==> config.mk <==
export PLATFORM = sky130hd
export DESIGN_NAME = pipe_reg_chain
export DESIGN_NICKNAME = d
export VERILOG_FILES = /design/src/rtl/cpu_types_pkg.sv /design/src/rtl/pipe_reg_stage.sv /design/src/rtl/pipe_reg_chain.sv
export SDC_FILE = /design/constraint.sdc
export NUM_CORES = 1
export LEC_CHECK = 0
export ABC_AREA = 1
export CELL_PAD_IN_SITES_DETAIL_PLACEMENT = 1
export CELL_PAD_IN_SITES_GLOBAL_PLACEMENT = 1
export CORE_ASPECT_RATIO = 1.2
export CORE_MARGIN = 3
export CORE_UTILIZATION = 36
export CTS_CLUSTER_SIZE = 14
export DETAILED_ROUTE_END_ITERATION = 10
export PLACE_DENSITY = 0.83
export SYNTH_ARGS = -nofsm -noshare
export SYNTH_HDL_FRONTEND = slang
export SYNTH_SLANG_ARGS = --single-unit
==> constraint.sdc <==
create_clock -name CLK -period 2.26 [get_ports CLK]
set_input_delay 0.339 -clock CLK [delete_from_list [all_inputs] [get_ports CLK]]
set_output_delay 0.339 -clock CLK [all_outputs]
set_load 0.01 [all_outputs]
==> src/rtl/cpu_types_pkg.sv <==
// Shared CPU-wide type definitions: the machine word and its width.
package cpu_types_pkg;

    localparam int WORD_W = 32;

    typedef logic [WORD_W-1:0] word_t;

endpackage : cpu_types_pkg

==> src/rtl/pipe_reg_stage.sv <==
// One slot of the register chain: a valid bit plus a payload register.
// clear_i squashes the slot; load_i copies the upstream slot in. A bubble
// loaded from upstream only drops the valid bit and keeps the old payload,
// which avoids toggling the wide data register for nothing.
module pipe_reg_stage
    import cpu_types_pkg::*;
#(
    parameter int DATA_W = WORD_W
) (
    input  logic              clk_i,
    input  logic              rst_i,
    input  logic              load_i,
    input  logic              clear_i,
    input  logic              valid_i,
    input  logic [DATA_W-1:0] data_i,
    output logic              valid_o,
    output logic [DATA_W-1:0] data_o
);

    logic              valid_q, valid_d;
    logic [DATA_W-1:0] data_q,  data_d;

    // Next-state selection: clear wins over load, otherwise hold.
    always_comb begin
        // NOTE: every output of a combinational block gets a default first,
        // so no path leaves it unassigned and no latch is inferred.
        valid_d = valid_q;
        data_d  = data_q;
        if (clear_i) begin
            valid_d = 1'b0;
        end else if (load_i) begin
            valid_d = valid_i;
            if (valid_i) begin
                data_d = data_i;
            end
        end
    end

    // Slot register with asynchronous reset of both valid and payload.
    always_ff @(posedge clk_i or posedge rst_i) begin
        if (rst_i) begin
            // NOTE: the payload is reset too, because out_data must read zero
            // while reset is held; this is a handful of flops, not a memory.
            valid_q <= 1'b0;
            data_q  <= '0;
        end else begin
            // NOTE: non-blocking assignments keep every flop sampling the
            // pre-edge values, so stage order in the chain never matters.
            valid_q <= valid_d;
            data_q  <= data_d;
        end
    end

    assign valid_o = valid_q;
    assign data_o  = data_q;

endmodule : pipe_reg_stage

==> src/rtl/pipe_reg_chain.sv <==
// Valid/ready register chain of DEPTH slots with bubble collapse, a global
// hold (pipeline stall) and a flush that squashes everything in flight.
// Stage 0 is the input side, stage DEPTH-1 drives the output port. Outputs
// depend on registers and on hold/flush/out_ready only, never on the input
// payload, so chains can be cascaded without building long combinational paths.
module pipe_reg_chain
    import cpu_types_pkg::*;
#(
    parameter int DATA_W = $bits(word_t),  // 1..256
    parameter int DEPTH  = 2               // 1..8
) (
    input  logic                       CLK,
    input  logic                       RST,
    input  logic                       in_valid,
    output logic                       in_ready,
    input  logic [DATA_W-1:0]          in_data,
    output logic                       out_valid,
    input  logic                       out_ready,
    output logic [DATA_W-1:0]          out_data,
    input  logic                       hold,
    input  logic                       flush,
    output logic [$clog2(DEPTH+1)-1:0] occupancy
);

    localparam int OCC_W = $clog2(DEPTH + 1);

    logic              step_en;
    logic [DEPTH-1:0]  adv;
    logic [DEPTH-1:0]  stage_v;
    logic [DATA_W-1:0] stage_d [DEPTH];
    logic [DEPTH-1:0]  src_v;
    logic [DATA_W-1:0] src_d [DEPTH];
    logic [OCC_W-1:0]  occ_q, occ_d;

    // Flush overrides hold; either one freezes every transfer this cycle.
    assign step_en = !hold && !flush;

    // A stage may advance when it or any stage downstream of it is empty,
    // or when the output is being taken: this is what collapses bubbles.
    always_comb begin : adv_calc
        logic gap;
        gap = 1'b0;
        adv = '0;
        for (int i = DEPTH - 1; i >= 0; i--) begin
            gap    = gap || !stage_v[i];
            adv[i] = gap || out_ready;
        end
    end

    for (genvar g = 0; g < DEPTH; g++) begin : g_stage
        if (g == 0) begin : g_src_in
            assign src_v[g] = in_valid;
            assign src_d[g] = in_data;
        end else begin : g_src_prev
            assign src_v[g] = stage_v[g-1];
            assign src_d[g] = stage_d[g-1];
        end

        pipe_reg_stage #(
            .DATA_W (DATA_W)
        ) u_stage (
            .clk_i   (CLK),
            .rst_i   (RST),
            .load_i  (step_en && adv[g]),
            .clear_i (flush),
            .valid_i (src_v[g]),
            .data_i  (src_d[g]),
            .valid_o (stage_v[g]),
            .data_o  (stage_d[g])
        );
    end

    // Population count of the valid bits the stages will hold after the edge.
    always_comb begin : occ_calc
        occ_d = '0;
        for (int i = 0; i < DEPTH; i++) begin
            if (!flush) begin
                if (step_en && adv[i]) begin
                    occ_d = occ_d + OCC_W'(src_v[i]);
                end else begin
                    occ_d = occ_d + OCC_W'(stage_v[i]);
                end
            end
        end
    end

    // Occupancy register, updated on the same edge as the valid bits.
    always_ff @(posedge CLK or posedge RST) begin
        if (RST) begin
            occ_q <= '0;
        end else begin
            occ_q <= occ_d;
        end
    end

    assign in_ready  = adv[0] && step_en;
    assign out_valid = stage_v[DEPTH-1] && step_en;
    assign out_data  = stage_d[DEPTH-1];
    assign occupancy = occ_q;

endmodule : pipe_reg_chain

== Word-level counts from Yosys, hierarchy flattened ==
Index checks and enable logic that the tools add are counted.
Cells by class
  $add $sub $neg: 2
  multiplexer cells: 8
  bitwise logic cells: 1
  reduce and logical (&&, ||, !) cells: 15
Operators with widths (number)
  $mux W2: 3
  $reduce_and A3 Y1: 2
  $mux W1: 5
  $add A2 B1 Y2: 2
  $logic_and A1 B1 Y1: 4
  $logic_not A1 Y1: 4
  $reduce_bool A2 Y1: 2
  $logic_or A1 B1 Y1: 3
  $not A1 Y1: 1
Word-level totals
  flip-flop bits (word level): 68
  bits of input ports: 38
  output and inout port bits: 36
  logic and storage cells: 31

== Depth between registers and ports, before layout ==
  depth after elaboration: 9
  gate-level depth with buffers: 8

== Modules after synthesis ==
A second synthesis with hierarchy kept.
Second synthesis, totals
  cells, all modules: 323
  area, all modules: 2937.8 µm²
Modules (own cells, without submodules)
  pipe_reg_stage: instances 2, cells an instance 148, area an instance 1382.6 µm²
  pipe_reg_chain: instances 1, cells an instance 27, area an instance 172.7 µm²

== Worst setup path after synthesis ==
OpenSTA, ideal clock, no wires.
  path kind: reg2reg
  from: reg g_stage[0].u_stage.valid_q
  to: reg occ_q[0], in the netlist occupancy[0]
  data arrival time: 1.224 ns
  slack: 0.922 ns
  stages on the path, launching flop included: 9
  path buffers: 2
  clock period less this slack: 1.338 ns
  cell sequence: dfrtp_1 -> buf_6 -> nand3_2 -> nand3_4 -> buf_6 -> nand2_1 -> ha_1 -> inv_1 -> nor2_1
Between the ends
  longest elaborated chain between the ends: 9
  elaborated cells on any way between the ends: 10
RTL lines
  from (decl): line pipe_reg_stage.sv:20  | logic valid_q, valid_d;
  from (signal assigned): line pipe_reg_stage.sv:49  | valid_q <= valid_d;
  $logic_not A1 Y1: line pipe_reg_chain.sv:45  | gap = gap || !stage_v[i];
  $logic_or A1 B1 Y1: line pipe_reg_chain.sv:45
  $logic_or A1 B1 Y1: line pipe_reg_chain.sv:46  | adv[i] = gap || out_ready;
  $logic_and A1 B1 Y1: line pipe_reg_chain.sv:78  | if (step_en && adv[i]) begin
  $mux W1: line pipe_reg_chain.sv:78
  $mux W2: line pipe_reg_chain.sv:77  | if (!flush) begin
  $add A2 B1 Y2, on equally long branches: line pipe_reg_chain.sv:81, pipe_reg_chain.sv:79
  $mux W2: line pipe_reg_chain.sv:78
  $mux W2 *: line pipe_reg_chain.sv:77
  via occ_d[0]: line pipe_reg_chain.sv:33  | logic [OCC_W-1:0] occ_q, occ_d;
  to (signal assigned): line pipe_reg_chain.sv:90  | occ_q <= '0;
  to (signal assigned): line pipe_reg_chain.sv:92  | occ_q <= occ_d;
  to (decl): line pipe_reg_chain.sv:33
Mark *: on every way through the listed nets, which the timed path passes. The rest lies on a longest branch.
A chain may end at the register's enable or synchronous reset.

== Worst setup path in the final report ==
  from: in flush
  to: out in_ready
Between the ends
  longest elaborated chain between the ends: 3
RTL lines
  from (decl): line pipe_reg_chain.sv:21  | input logic flush,
  $logic_not A1 Y1
  $logic_and A1 B1 Y1: line pipe_reg_chain.sv:36  | assign step_en = !hold && !flush;
  $logic_and A1 B1 Y1: line pipe_reg_chain.sv:96  | assign in_ready = adv[0] && step_en;
  to (decl): line pipe_reg_chain.sv:15  | output logic in_ready,
No other way between the ends.

==> impl_metrics.yaml <==
sta:
  finalHoldViolations: 0
  finClkSkew_ns: 0.00992
  rsz0062_at_grt: "no"
  fmax_mhz: 481
  slew_headroom_pct: 64.4
  slew_viol_final: 0
  tns_ns: 0
  tightest_slew_ns: 0.533
  final.period_utilization_pct: 92.0
  setup_viol: 0
  period_minus_slack_ns: 2.08
flow_run:
  maxCapViolations: 0
critical_path:
  cp-start-kind: "primary input"
  crit_path_frequent_cell: "clkdlybuf4s50_1"
  worstSetupEndpoint: "in_ready"
  arrival_ns: 1.74
  path_cells: "clkdlybuf4s50_1, nor2_8, nand2_2, o21ai_1, clkdlybuf4s50_1"
  worstPathRequired_ns: 1.92
  r2r_cells: 5
  reg2reg_from: "g_stage[1].u_stage.valid_o"
  cp-startpoint: "flush"
  path_class: "in2out"
  path_max_fanout: 4
  r2r_slack_ns: 0.46
  rr_endpoint: "g_stage[1].u_stage.data_o[1]"
  critPathMaxStageDelay_ns: 0.55
  crit_path_top_delay_cell: "clkdlybuf4s50_1"
  cp-end-kind: "output pin"
logic_synthesis:
  yosys.area_share.adder_pct: 0.426
  synth_cells: 314
  synth_area_leaders: "dfrtp_1, nand2_1, nand4_1"
  ys_seq_area_share_pct: 57.9
  ys_types: 19
  synth_top_family_by_area: "simple AND/OR/NAND/NOR gates"
  synth.area.mux_share_pct: 0
  ys_ff_latch: 68
  avgSynthCellArea_um2: 9.36
  post_synth_xor_area_fraction_pct: 0
  yosysWarnings: 0
  syn-cell-area_mm2: 0.00294
  yosysTopAreaCell: "dfrtp_1"
  synth_top_area_share_pct: 57.9
  synth_compound_area_share_pct: 0.170
  syn_nets: 353
  synth-simple-area-share_pct: 34.4
global_route:
  antenna_found_initial: 0
  grt_pass1_vias: 2688
  grt_max_degree: 34
  grt_util_all_layers_pct: 18.6
  globalRouteOverflowTotal: 0
  grt_pass1_wl_mm: 13.3
floorplan:
  initial_core_util_pct: 37.7
  ioPinCount: 74
  design.core.area_mm2: 0.00779
  dieArea_mm2: 0.00929
  rows: 35
  die_h_um: 105
  chipWidth_um: 88.5
clock_network:
  cts_resized: 0
  clk_path_buf_depth: 2
  htree_levels: 3
  hold_buffers: 0
  cts_root_buf: "clkbuf_8"
  numCtsBuffers: 9
  cts_tree: "yes"
  cts_sinks: 68
  clkTransAtPathRegs_ns: 0.08
  clkLatencyLatePin_ns: 0.34
  cts_setup_buffers: 0
pwr:
  leakage_nw: 1.93
  p_per_area_mw_per_mm2: 835
  ir_drop_v: 0.000328
final_layout:
  design_area_mm2: 0.00389
  area_delta_synth_final_pct: 32.5
  fillers: 900
  antenna_cells: 0
  num-nets-final: 423
  drive_above_1_share_pct: 8.74
route:
  num_vias: 2491
  dr.pass1.iters: 4
  wire_per_inst_um: 16.5
  drt-initial-drc-count: 110
  drt_wl_total_mm: 7.95
  drc: 0
  viasPerCell: 5.18
  ant_nets: 0
placed_design:
  portBuffers: 73
  routabilityCongestion: 0.768
  placed_cell_area_mm2: 0.00372
  post-dp-hpwl_mm: 5.26
outcome:
  status: "finished, final reports clean"
hold_path:
  hold_path.class: "in2async"
[cells by family after synthesis]
group	Yosys count
AND/OR/NAND/NOR	210
flip-flops	68
AO/OA/AOI/OAI	1
adder cells (fa/ha/maj)	1
buffers and inverters	34
[state kept, by name, summed over array words and instances (netlist names)]
register	cells
occupancy	2
g_stage.u_stage.data_o	64
g_stage.u_stage.valid_o	2
[layout by cell type, fill, tap and decap left out]
cell | synthesis | final
clkdlybuf4s50_1 | 0 | 73
nor2_8 | 1 | 1
inv_1 | 7 | 6
nand3_4 | 2 | 2
o21ai_1 | 1 | 1
nand3_2 | 1 | 1
clkbuf_1 | 3 | 2
buf_4 | 0 | 10
clkinvlp_4 | 0 | 2
nand4_1 | 64 | 64
nand3_1 | 2 | 2
inv_2 | 1 | 2
clkinv_2 | 0 | 2
ha_1 | 1 | 1
dfrtp_1 | 68 | 68
clkbuf_8 | 0 | 10
nand2_2 | 1 | 1
nor2_1 | 6 | 6
nor2_4 | 1 | 1
nand2_1 | 132 | 132
buf_12 | 0 | 2
[final cells by class]
| cell class | instances | area (um^2) | area share [%] |
|---|---|---|---|
| clock buffer | 12 | 145 | 3.73 |
| tap | 92 | 115 | 2.96 |
| sequential | 68 | 1700 | 43.7 |
| multi-input combinational | 212 | 1030 | 26.4 |
| timing repair buffer | 85 | 846 | 21.7 |
| inverter | 8 | 30.0 | 0.772 |
| clock inverter | 4 | 25.0 | 0.643 |
[metal layers]
layer	routed length (um)	GRT usage [%]
met1	3430	24.3
met2	4190	31.0
met3	233	3.31
met4	89	5.94
met5	0	0
[worst max-delay path: cells and delay by family]
family	cells	cell delay [ns]
AO/OA/AOI/OAI	1	0.09
AND/OR/NAND/NOR	2	0.25
buffers and inverters	2	1.06
[metrics by stage]
stage / power [mW] / util [%] / setup WS, ns / std cells / hold WS (ns)
after floorplan: 1.94 / - / 0.209 / 314 / 0.404
after global placement: 2.36 / 47.7 / 0.188 / 465 / 0.454
after detailed placement: 2.41 / 47.7 / 0.105 / 465 / 0.460
after CTS: 3.29 / 49.9 / 0.165 / 481 / 0.361
after global routing: 3.46 / 49.9 / 0.112 / 481 / 0.399
final: 3.25 / 49.9 / 0.181 / 481 / 0.355
[report_power, final]
group / switching, mW / internal, mW / total [mW] / leakage, nW
Clock: 0.448 / 0.425 / 0.873 / 0.0824
Sequential: 0.144 / 1.47 / 1.61 / 0.881
Combinational: 0.356 / 0.410 / 0.766 / 0.963
[cells in the mapped netlist]
master and n:
buf_2 13, inv_1 7, nor2_1 6, nor2_8 1, nand3_2 1, inv_2 1, nor2_4 1, nand3_1 2
dfrtp_1 68, o21ai_1 1, nand2_1 132, buf_8 1, nand2_2 1, clkbuf_1 3, buf_6 7, nand3_4 2
nand4_1 64, buf_1 2, ha_1 1
[worst min path at each step]
stage	end	slack, ns	depth (start not counted)
6_report	g_stage[0].u_stage.data_o[26]	0.35	2
5_1_grt	g_stage[0].u_stage.data_o[26]	0.40	2
4_1_cts	g_stage[0].u_stage.data_o[26]	0.36	2
3_5_place_dp	g_stage[0].u_stage.data_o[19]	0.46	2
3_3_place_gp	g_stage[0].u_stage.data_o[14]	0.45	2
2_1_floorplan	occupancy[0]	0.40	1
Power figures use the tool's default switching activity.
